`src/rtl/hline_seq_pkg.sv`:
```
// Shared state encoding, default timing values and a small helper for the
// horizontal-line sequencer.
package hline_seq_pkg;

  typedef enum logic [2:0] {
    S_IDLE   = 3'd0,
    S_LOAD   = 3'd1,
    S_RUN    = 3'd2,
    S_FREEZE = 3'd3,
    S_OVER   = 3'd4
  } state_e;

  localparam int DEF_NUM_LINES     = 8;
  localparam int DEF_SPAWN_FRAMES  = 60;
  localparam int DEF_FLASH_FRAMES  = 16;
  localparam int DEF_FLASH_TOGGLES = 8;

  function automatic int max_int(input int a, input int b);
    return (a > b) ? a : b;
  endfunction

endpackage

```
`src/rtl/frame_timer.sv`:
```
// Frame-tick counter: counts ticks while enabled and pulses done on the tick
// that finds it at the terminal value, wrapping back to zero.
module frame_timer #(
  parameter int W = 4
) (
  input  logic         clk,
  input  logic         reset,
  input  logic         clr,
  input  logic         en,
  input  logic         tick,
  input  logic [W-1:0] term,
  output logic         done
);

  logic [W-1:0] cnt_q, cnt_d;

  assign done = en && tick && !clr && (cnt_q == term);

  always_comb begin
    cnt_d = cnt_q;
    if (clr) begin
      cnt_d = '0;
    end else if (en && tick) begin
      cnt_d = (cnt_q == term) ? '0 : cnt_q + 1'b1;
    end
  end

  always_ff @(posedge clk) begin
    if (reset) cnt_q <= '0;
    else       cnt_q <= cnt_d;
  end

endmodule

```
`src/rtl/hline_sequencer.sv`:
```
// Game-level controller for the horizontal obstacle lines: loads counters,
// releases lines on a frame schedule, freezes and flashes on collision.
module hline_sequencer
  import hline_seq_pkg::*;
#(
  parameter int NUM_LINES     = DEF_NUM_LINES,
  parameter int SPAWN_FRAMES  = DEF_SPAWN_FRAMES,
  parameter int FLASH_FRAMES  = DEF_FLASH_FRAMES,
  parameter int FLASH_TOGGLES = DEF_FLASH_TOGGLES
) (
  input  logic                 clk,
  input  logic                 reset,
  input  logic                 frame_tick,
  input  logic                 go,
  input  logic                 collision,
  output logic                 load_counter,
  output logic [NUM_LINES-1:0] start_machine,
  output logic                 move_en,
  output logic                 flash,
  output logic [3:0]           active_count,
  output logic                 game_over
);

  localparam int TW  = $clog2(max_int(SPAWN_FRAMES, FLASH_FRAMES) + 1);
  localparam int TGW = $clog2(FLASH_TOGGLES + 1);

  state_e               state_q, state_d;
  logic                 lc_q, lc_d;
  logic [NUM_LINES-1:0] sm_q, sm_d;
  logic                 me_q, me_d;
  logic                 fl_q, fl_d;
  logic [3:0]           ac_q, ac_d;
  logic                 over_q, over_d;
  logic [TGW-1:0]       tog_q, tog_d;

  logic                 tmr_clr, tmr_en, tmr_done;
  logic [TW-1:0]        tmr_term;

  // One timer serves all phases: the two LD ticks in LOAD, spawn spacing in
  // RUN and flash half-periods in FREEZE. It idles cleared in IDLE/OVER.
  assign tmr_en   = (state_q == S_LOAD) || (state_q == S_FREEZE) ||
                    ((state_q == S_RUN) && (ac_q < 4'(NUM_LINES)));
  assign tmr_clr  = (state_q == S_IDLE) || (state_q == S_OVER) ||
                    ((state_q == S_RUN) && frame_tick && collision);
  assign tmr_term = (state_q == S_LOAD)   ? TW'(1) :
                    (state_q == S_FREEZE) ? TW'(FLASH_FRAMES - 1) :
                                            TW'(SPAWN_FRAMES - 1);

  frame_timer #(.W(TW)) u_timer (
    .clk   (clk),
    .reset (reset),
    .clr   (tmr_clr),
    .en    (tmr_en),
    .tick  (frame_tick),
    .term  (tmr_term),
    .done  (tmr_done)
  );

  always_comb begin
    state_d = state_q;
    lc_d    = lc_q;
    sm_d    = sm_q;
    me_d    = me_q;
    fl_d    = fl_q;
    ac_d    = ac_q;
    over_d  = over_q;
    tog_d   = tog_q;
    unique case (state_q)
      S_IDLE, S_OVER: begin
        if (go) begin
          state_d = S_LOAD;
          lc_d    = 1'b1;
          sm_d    = '0;
          ac_d    = '0;
          over_d  = 1'b0;
          me_d    = 1'b0;
          fl_d    = 1'b1;
        end
      end
      S_LOAD: begin
        if (tmr_done) begin
          state_d = S_RUN;
          lc_d    = 1'b0;
          me_d    = 1'b1;
          sm_d    = NUM_LINES'(1);
          ac_d    = 4'd1;
        end
      end
      S_RUN: begin
        // A frozen frame takes precedence over a spawn due on the same tick.
        if (frame_tick && collision) begin
          state_d = S_FREEZE;
          me_d    = 1'b0;
          fl_d    = 1'b0;
          tog_d   = '0;
        end else if (tmr_done) begin
          sm_d = (sm_q << 1) | NUM_LINES'(1);
          ac_d = ac_q + 4'd1;
        end
      end
      S_FREEZE: begin
        if (tmr_done) begin
          if (tog_q == TGW'(FLASH_TOGGLES - 1)) begin
            state_d = S_OVER;
            fl_d    = 1'b1;
            over_d  = 1'b1;
          end else begin
            fl_d  = ~fl_q;
            tog_d = tog_q + 1'b1;
          end
        end
      end
      default: state_d = S_IDLE;
    endcase
  end

  always_ff @(posedge clk) begin
    if (reset) begin
      state_q <= S_IDLE;
      lc_q    <= 1'b0;
      sm_q    <= '0;
      me_q    <= 1'b0;
      fl_q    <= 1'b1;
      ac_q    <= '0;
      over_q  <= 1'b0;
      tog_q   <= '0;
    end else begin
      state_q <= state_d;
      lc_q    <= lc_d;
      sm_q    <= sm_d;
      me_q    <= me_d;
      fl_q    <= fl_d;
      ac_q    <= ac_d;
      over_q  <= over_d;
      tog_q   <= tog_d;
    end
  end

  assign load_counter  = lc_q;
  assign start_machine = sm_q;
  assign move_en       = me_q;
  assign flash         = fl_q;
  assign active_count  = ac_q;
  assign game_over     = over_q;

endmodule
```
`config.mk`:
```
export PLATFORM = sky130hd
export DESIGN_NAME = hline_sequencer
export DESIGN_NICKNAME = d
export VERILOG_FILES = /design/src/rtl/hline_seq_pkg.sv /design/src/rtl/frame_timer.sv /design/src/rtl/hline_sequencer.sv
export SDC_FILE = /design/constraint.sdc
export NUM_CORES = 1
export LEC_CHECK = 0
export ABC_AREA = 1
export CORE_ASPECT_RATIO = 0.75
export CORE_UTILIZATION = 50
export CTS_CLUSTER_SIZE = 8
export DETAILED_ROUTE_END_ITERATION = 10
export DONT_BUFFER_PORTS = 1
export MAX_ROUTING_LAYER = met4
export PLACE_DENSITY = 0.61
export SLEW_MARGIN = 20
export SYNTH_ARGS = -nofsm -noshare
export SYNTH_HDL_FRONTEND = slang
export SYNTH_SLANG_ARGS = --single-unit
export TNS_END_PERCENT = 20
```
`constraint.sdc`:
```
create_clock -name clk -period 2.6 [get_ports clk]
set_input_delay 0.78 -clock clk [delete_from_list [all_inputs] [get_ports clk]]
set_output_delay 0.78 -clock clk [all_outputs]
set_load 0.02 [all_outputs]
```
==> impl_results.md, run 1 <==
* Worst Path Arrival at 2.25 ns
* Cts repair resizes at 0
* Die Y at 49.89 um
* Initial Util at 55.75%
* Final Max Slew Viols at 0
* Layout area overhead at 8.347%
* CTS root buf: clkbuf_8
* Reg2reg setup slack at 0.51 ns
* Inst Count DP at 255
* Max VDD drop at 0.5175 mV
* Max-Cap Viols at 0
* Core area at 2743 um^2
* Die ar. at 3286 um^2
* Status: finished, final reports clean
* Clock slew at reported path FFs at 0.06 ns
* Hold EP: tog_q[3]$_SDFFE_PP0P_
* Pwr per Cell Area at 1067 nW/um^2
* Reg2reg start: state_q[0]$_SDFFE_PP0P_
* Crit-path max FO at 12
* WL final at 3.460 mm
* Fin Setup TNS at 0 ns
* Vias in the first global route at 1276
* Hold path depth at 2
* Final #Nets at 234
* Cell-internal power at 0.9842 mW
* DRT iter0 DRCs at 69
* Hold Crit Start: tog_q[3]$_SDFFE_PP0P_
* Residual DRC count at 0
* Vias per inst at 5.262
* Post-Synthesis Cells at 222
* Die X at 65.86 um
* RD Place Congestion at 0.8997
* Synth unique cells at 29
* R2R Path End: start_machine[2]$_SDFFE_PP0P_
* Rows at 16
* Fmax at 478.0 MHz
* Hold Crit Class: reg2reg
* Io pins at 21
* Diode count at 0
* Num CTS Buffers at 5
* DR WL/cell at 13.16 um
* Sw frac at 44.34%
* Sequential power share at 38.7%
* Final Instance Count excl. Fillers at 263
* Tcrit/Tclk final at 80.47%
* Least-Margin Pin Slew at 0.4714 ns
* Critical Path RT at 2.75 ns
* Clock H-tree levels at 2
* Layout cell share with drive strength beyond 1 at 11.45%
* Final Skew at 0.007092 ns
* Yosys synthesis warning count at 0
* Max incr delay on CP at 0.53 ns
* DR vias at 1384
* Min Tclk post-route at 2.092 ns
* Worst-Skew Late Latency at 0.28 ns
* Crit path cell chain: nand3_2 -> nand2_1 -> inv_2 -> nor2_2 -> nand3_4 -> nand2_1 -> nand2_1 -> o21ai_2 -> nor2_1
* Comb power frac at 38.5%
* Syn_area_per_cell at 6.887 um^2
* CP max stage cell: dfxtp_1
* Static Leak at 0.7201 nW
* Power share of the clock group at 22.8%
* Syn Nets at 230
* Cts hold-fix bufs at 0
* Net switching power at 0.7840 mW
* Fillers at 263
* First-pass DRT Iterations at 6
* Initial antenna violation count at 0
* First-pass GRT wire length at 5.885 mm
* Post-CTS setup buffers at 0
* Post-Syn Area at 1529 um^2
* FF-to-FF path depth at 9
* Total GRT Usage at 24.98%
* CP Class: reg2reg
* # setup viols final at 0
* Slew margin rel. at 68.39%
* Final HPWL DP at 2.685 mm
* Grt total ovfl at 0
* Largest net degree at the start of global routing at 14
* I/O Buffers at 0
* Worst setup SP type: flip-flop
* Seq cells post-synth at 29
* Final Hold Viols at 0
* # clock sinks at 29
* CTS tree: yes
* Sequential share of the synthesized area at 37.97%
* Clock buffer depth at 2
* Antenna Nets Post-Route at 0
* RSZ-0062 raised after global routing: no
* Crit end category: flip-flop
* Most frequent CP cell: nand2_1
layout by cell type (no fill, tap or decap), drive strengths merged:
| master | count |
|---|---|
| xnor2 | 1 |
| and3 | 1 |
| a21boi | 1 |
| xor2 | 3 |
| o21a | 1 |
| nand3 | 17 |
| dfxtp | 29 |
| nor3b | 2 |
| nor2 | 28 |
| o211ai | 1 |
| ha | 3 |
| clkinv | 1 |
| nand4 | 5 |
| nand2 | 65 |
| clkbuf | 7 |
| inv | 28 |
| o2111a | 1 |
| nand3b | 1 |
| o21ai | 15 |
| a21oi | 17 |
Yosys cell counts:
cell       n  area, um^2
a21boi_2   1       11.26
a21oi_1   16       80.08
a21oi_2    1       8.760
and3_1     1       6.260
buf_4      2       15.01
clkbuf_1   1       3.750
dfxtp_1   29       580.6
ha_1       3       37.54
inv_1     23       86.33
inv_2      5       18.77
nand2_1   63       236.5
nand2_2    2       12.51
nand3_1   13       65.06
nand3_2    3       30.03
nand3_4    1       17.52
nand3b_1   1       7.510
nand4_1    5       31.28
nor2_1    24       90.09
nor2_2     2       12.51
nor2_4     2       22.52
nor3b_1    2       15.01
o2111a_1   1       11.26
o211ai_1   1       7.510
o21a_1     1       7.510
o21ai_0   10       50.05
o21ai_1    4       20.02
o21ai_2    1       8.760
xnor2_1    1       8.760
xor2_1     3       26.28
metrics by stage:
stage	area [um^2]	setup slack [ns]	total power [mW]	hold slack, ns	utilization [%]
finish	1657	0.5078	1.768	0.4817	60.40
detailed placement	1555	0.3856	1.364	0.4766	56.71
global route	1657	0.3102	1.923	0.4992	60.40
floorplan	1529	0.7590	1.241	0.4592	-
global placement	1555	0.4883	1.339	0.4729	56.71
CTS	1657	0.5268	1.771	0.4854	60.40
routing by layer:
layer | part of all wire, % | wire length [um] | vias to the layer above | global-route usage [%]
met5 | 0 | 0 | - | -
met3 | 6.6 | 227 | 2 | 10.42
met1 | 51 | 1751 | 623 | 33.66
met2 | 43 | 1475 | 35 | 34.86
met4 | 0.17 | 6 | 0 | 4.348
li1 | - | - | 724 | -
registers in the layout, summed over array words and instances (netlist names), 3 cells and up:
name	count
active_count	4
start_machine	8
state_q	3
tog_q	4
u_timer.cnt_q	6
critical path, delay by kind of cell, from the launching register on:
family	cells	cell delay, ns
buffers and inverters	1	0.04
and+or+nand+nor	7	1.03
AOI/OAI and AO/OA	1	0.35
DFF	1	0.53
how the worst max path moves through the flow:
stage,start,to
after global placement,frame_tick,start_machine[6]$_SDFFE_PP0P_
after detailed placement,frame_tick,start_machine[2]$_SDFFE_PP0P_
after floorplan,frame_tick,start_machine[2]$_SDFFE_PP0P_
after CTS,state_q[0]$_SDFFE_PP0P_,start_machine[2]$_SDFFE_PP0P_
after global routing,state_q[0]$_SDFFE_PP0P_,start_machine[2]$_SDFFE_PP0P_
final,state_q[0]$_SDFFE_PP0P_,start_machine[2]$_SDFFE_PP0P_
logic make-up after synthesis:
logic type | after synthesis | share of synthesized area, %
xor gates and xnor gates | 4 | 2.292
AOI/OAI and AO/OA | 36 | 13.42
buffers and inverters | 31 | 8.101
adders and majority gates | 3 | 2.455
DFF | 29 | 37.97
and+or+nand+nor | 119 | 35.76
power groups by stage:
stage | registers, mW | logic (mW) | clock network, mW
2_1_floorplan | 0.668 | 0.573 | 0
3_3_place_gp | 0.688 | 0.651 | 0
3_5_place_dp | 0.694 | 0.670 | 0
4_1_cts | 0.684 | 0.673 | 0.414
5_1_grt | 0.696 | 0.784 | 0.443
6_report | 0.684 | 0.682 | 0.403
layout make-up:
class | count | area, um^2 | area share, %
Multi-Input combinational cell | 162 | 824.5 | 49.77
Sequential cell | 29 | 580.6 | 35.05
Inverter | 28 | 105.1 | 6.344
Clock buffer | 7 | 96.34 | 5.816
Tap cell | 36 | 45.04 | 2.719
Clock inverter | 1 | 5.005 | 0.3021
Note: power is estimated with default switching activity, not from simulation.
==> run 2: changes to the inputs <==
PLACE_DENSITY = 0.64   (was 0.61)
clock period = 1.7 ns   (was 2.6 ns; I/O delays follow)
==> run 2 against run 1 <==
  * Hold slack worse by 0.20 ns
  * Critical endpoint is now start_machine[5]$_SDFFE_PP0P_
  * Fmax is 25% higher
  * Largest cell class unchanged
  * Total power is 96% higher
  * Sequential share of layout area is 5.2 points lower
  * Worst setup slack worse by 0.49 ns
  * Highest routed layer unchanged
  * Final area is 19% higher
  * Critical path depth is 2 higher
  * Die area stayed put
==> impl_results.md, run 2 (same netlist as run 1, synthesis figures left out) <==
* Num CTS Buffers at 5 (unchanged)
* Least-Margin Pin Slew at 0.3334 ns (-0.1380 ns)
* DRT iter0 DRCs at 89 (+29%)
* Slew margin rel. at 77.74% (+9.4 points)
* CTS root buf: clkbuf_8
* Die ar. at 3286 um^2 (unchanged)
* Tcrit/Tclk final at 98.73% (+18 points)
* Crit end category: flip-flop
* Final Max Slew Viols at 0 (unchanged)
* Final Hold Viols at 0 (unchanged)
* Layout area overhead at 29.30%
* Final Skew at 0.006969 ns (-0.0001234 ns)
* Crit path cell chain: inv_2 -> nand2_1 -> buf_4 -> nand3_2 -> nand2_2 -> nor2_4 -> a21boi_4 -> buf_6 -> nand2_2 -> o21ai_2 -> nor2_1
* Final #Nets at 256 (+9.4%)
* Largest net degree at the start of global routing at 14 (unchanged)
* Clock H-tree levels at 2 (unchanged)
* Max VDD drop at 1.082 mV (+110%)
* Register Area at 589.3 um^2 (+1.5%)
* # setup viols final at 0 (unchanged)
* Max incr delay on CP at 0.39 ns (-0.14 ns)
* CP max stage cell: dfxtp_4
* Max reg flops at 8 (unchanged)
* Crit-path max FO at 7 (-5)
* Hold_ws at 0.2817 ns (-0.2001 ns)
* RSZ-0062 raised after global routing: yes
* Diode count at 0 (unchanged)
* Vias per inst at 5.368 (+2.0%)
* Multi-input logic area at 938.4 um^2 (+14%)
* # clock sinks at 29 (unchanged)
* Die Y at 49.89 um (unchanged)
* Critical Path RT at 1.86 ns (-0.89 ns)
* Min Tclk post-route at 1.678 ns (-0.4138 ns)
* Worst slack at placement at -0.06220 ns (-0.4478 ns)
* Rows at 16 (unchanged)
* Static Leak at 0.8518 nW (+18%)
* Worst-Skew Late Latency at 0.28 ns (about the same)
* Initial Util at 55.75% (unchanged)
* Fmax at 595.8 MHz (+25%)
* Most common cell after layout, fill and taps aside: nand2_1
* DR WL/cell at 13.53 um (+2.8%)
* Hold Crit Class: in2reg
* Total GRT Usage at 25.63% (+0.66 points)
* DR vias at 1530 (+11%)
* Max-Cap Viols at 0 (unchanged)
* Residual DRC count at 0 (unchanged)
* Die X at 65.86 um (unchanged)
* Layout cell share with drive strength beyond 1 at 29.32% (+18 points)
* WL final at 3.855 mm (+11%)
* First-pass GRT wire length at 6.182 mm (+5.0%)
* I/O Buffers at 0 (unchanged)
* Most frequent CP cell: nand2_2
* RD Place Congestion at 0.8840 (-1.7%)
* CTS tree: yes
* Status: finished, final reports clean
* Fin Setup TNS at 0 ns (unchanged)
* Worst Path Arrival at 1.84 ns (-0.41 ns)
* Commonest cells after routing, fill and taps aside: 53 x nand2_1, 26 x dfxtp_1, 21 x inv_1, 21 x nor2_1, 19 x buf_4
* CP Class: reg2reg
* Worst setup SP type: flip-flop
* Final HPWL DP at 2.792 mm (+4.0%)
* Core area at 2743 um^2 (unchanged)
* First-pass DRT Iterations at 5 (-1)
* Pwr per Cell Area at 1751 nW/um^2 (+64%)
* Fillers at 219 (-17%)
* Antenna Nets Post-Route at 0 (unchanged)
* Io pins at 21 (unchanged)
* Clock slew at reported path FFs at 0.07 ns (about the same)
* Vias in the first global route at 1429 (+12%)
* Cts hold-fix bufs at 0 (unchanged)
* Initial antenna violation count at 0 (unchanged)
* Grt total ovfl at 0 (unchanged)
* Fin worst setup slack at 0.02158 ns (-0.4862 ns)
* Clock buffer depth at 2 (unchanged)
==> run 2: cell types whose count changed in the layout (fill, tap and decap cells not counted), moves of 3 or more <==
cell / before / now
buf_4: 0 / 19
nand2_1: 63 / 53
nand2_2: 2 / 9
buf_6: 0 / 3
dfxtp_1: 29 / 26
nand2_4: 0 / 3
nor2_1: 24 / 21
nor2_4: 2 / 5
o21ai_0: 10 / 7
==> run 2: report_power, final <==
part,switching (mW),internal [mW]
registers,0.249,0.821
clock network,0.267,0.476
logic,0.936,0.713
total,1.45,2.01
==> run 2: final cells by class <==
cell class              count  share of cell area [%]
flip-flops and latches     29                   29.81
clock inverters             2                   1.899
inverters                  28                   5.443
clock buffers               6                   4.177
multi-input cells         162                   47.47
repair buffers             22                   8.924
well taps                  36                   2.278
==> run 2: routing by layer <==
metal	vias to the layer above	part of all wire, %	GRT usage (%)	routed length, um
li1	770	-	-	-
met1	715	47	31.42	1831
met2	39	45	40.14	1745
met3	6	6.1	6.944	237
met4	0	1.1	9.058	41
met5	-	0	-	0
==> run 2: worst paths after layout <==
| kind | start | end | slack [ns] | cells after the start |
|---|---|---|---|---|
| setup / recovery | state_q[0]$_SDFFE_PP0P_ | start_machine[5]$_SDFFE_PP0P_ | 0.02 | 11 |
| hold / removal | reset | active_count[2]$_SDFFE_PP0P_ | 0.28 | 1 |
| setup reg to reg | state_q[0]$_SDFFE_PP0P_ | start_machine[5]$_SDFFE_PP0P_ | 0.02 | 11 |
| hold reg to reg | tog_q[2]$_SDFFE_PP0P_ | tog_q[2]$_SDFFE_PP0P_ | 0.51 | 2 |
==> run 2: critical path, delay by kind of cell (launching register included) <==
kind,cells,cell delay (ns)
AND/OR/NAND/NOR,6,0.52
flip-flops,1,0.39
buffers and inverters,3,0.38
AO/OA/AOI/OAI,2,0.28
==> run 2: metrics by stage <==
step                cell area [um^2]  utilization [%]  instances  total power [mW]
floorplan                       1529                -        222             1.898
global placement                1713            62.45        276             2.309
detailed placement              1713            62.45        276             2.354
CTS                             1836            66.93        284             3.111
global route                    1977            72.08        285             3.703
finish                          1977            72.08        285             3.461
==> run 2: timing repair <==
action,in CTS,in global routing
gates resized for setup,2,41
setup endpoints to repair,10,21
pin swaps,0,8
setup buffers,0,1
endpoints found under the hold margin,0,0
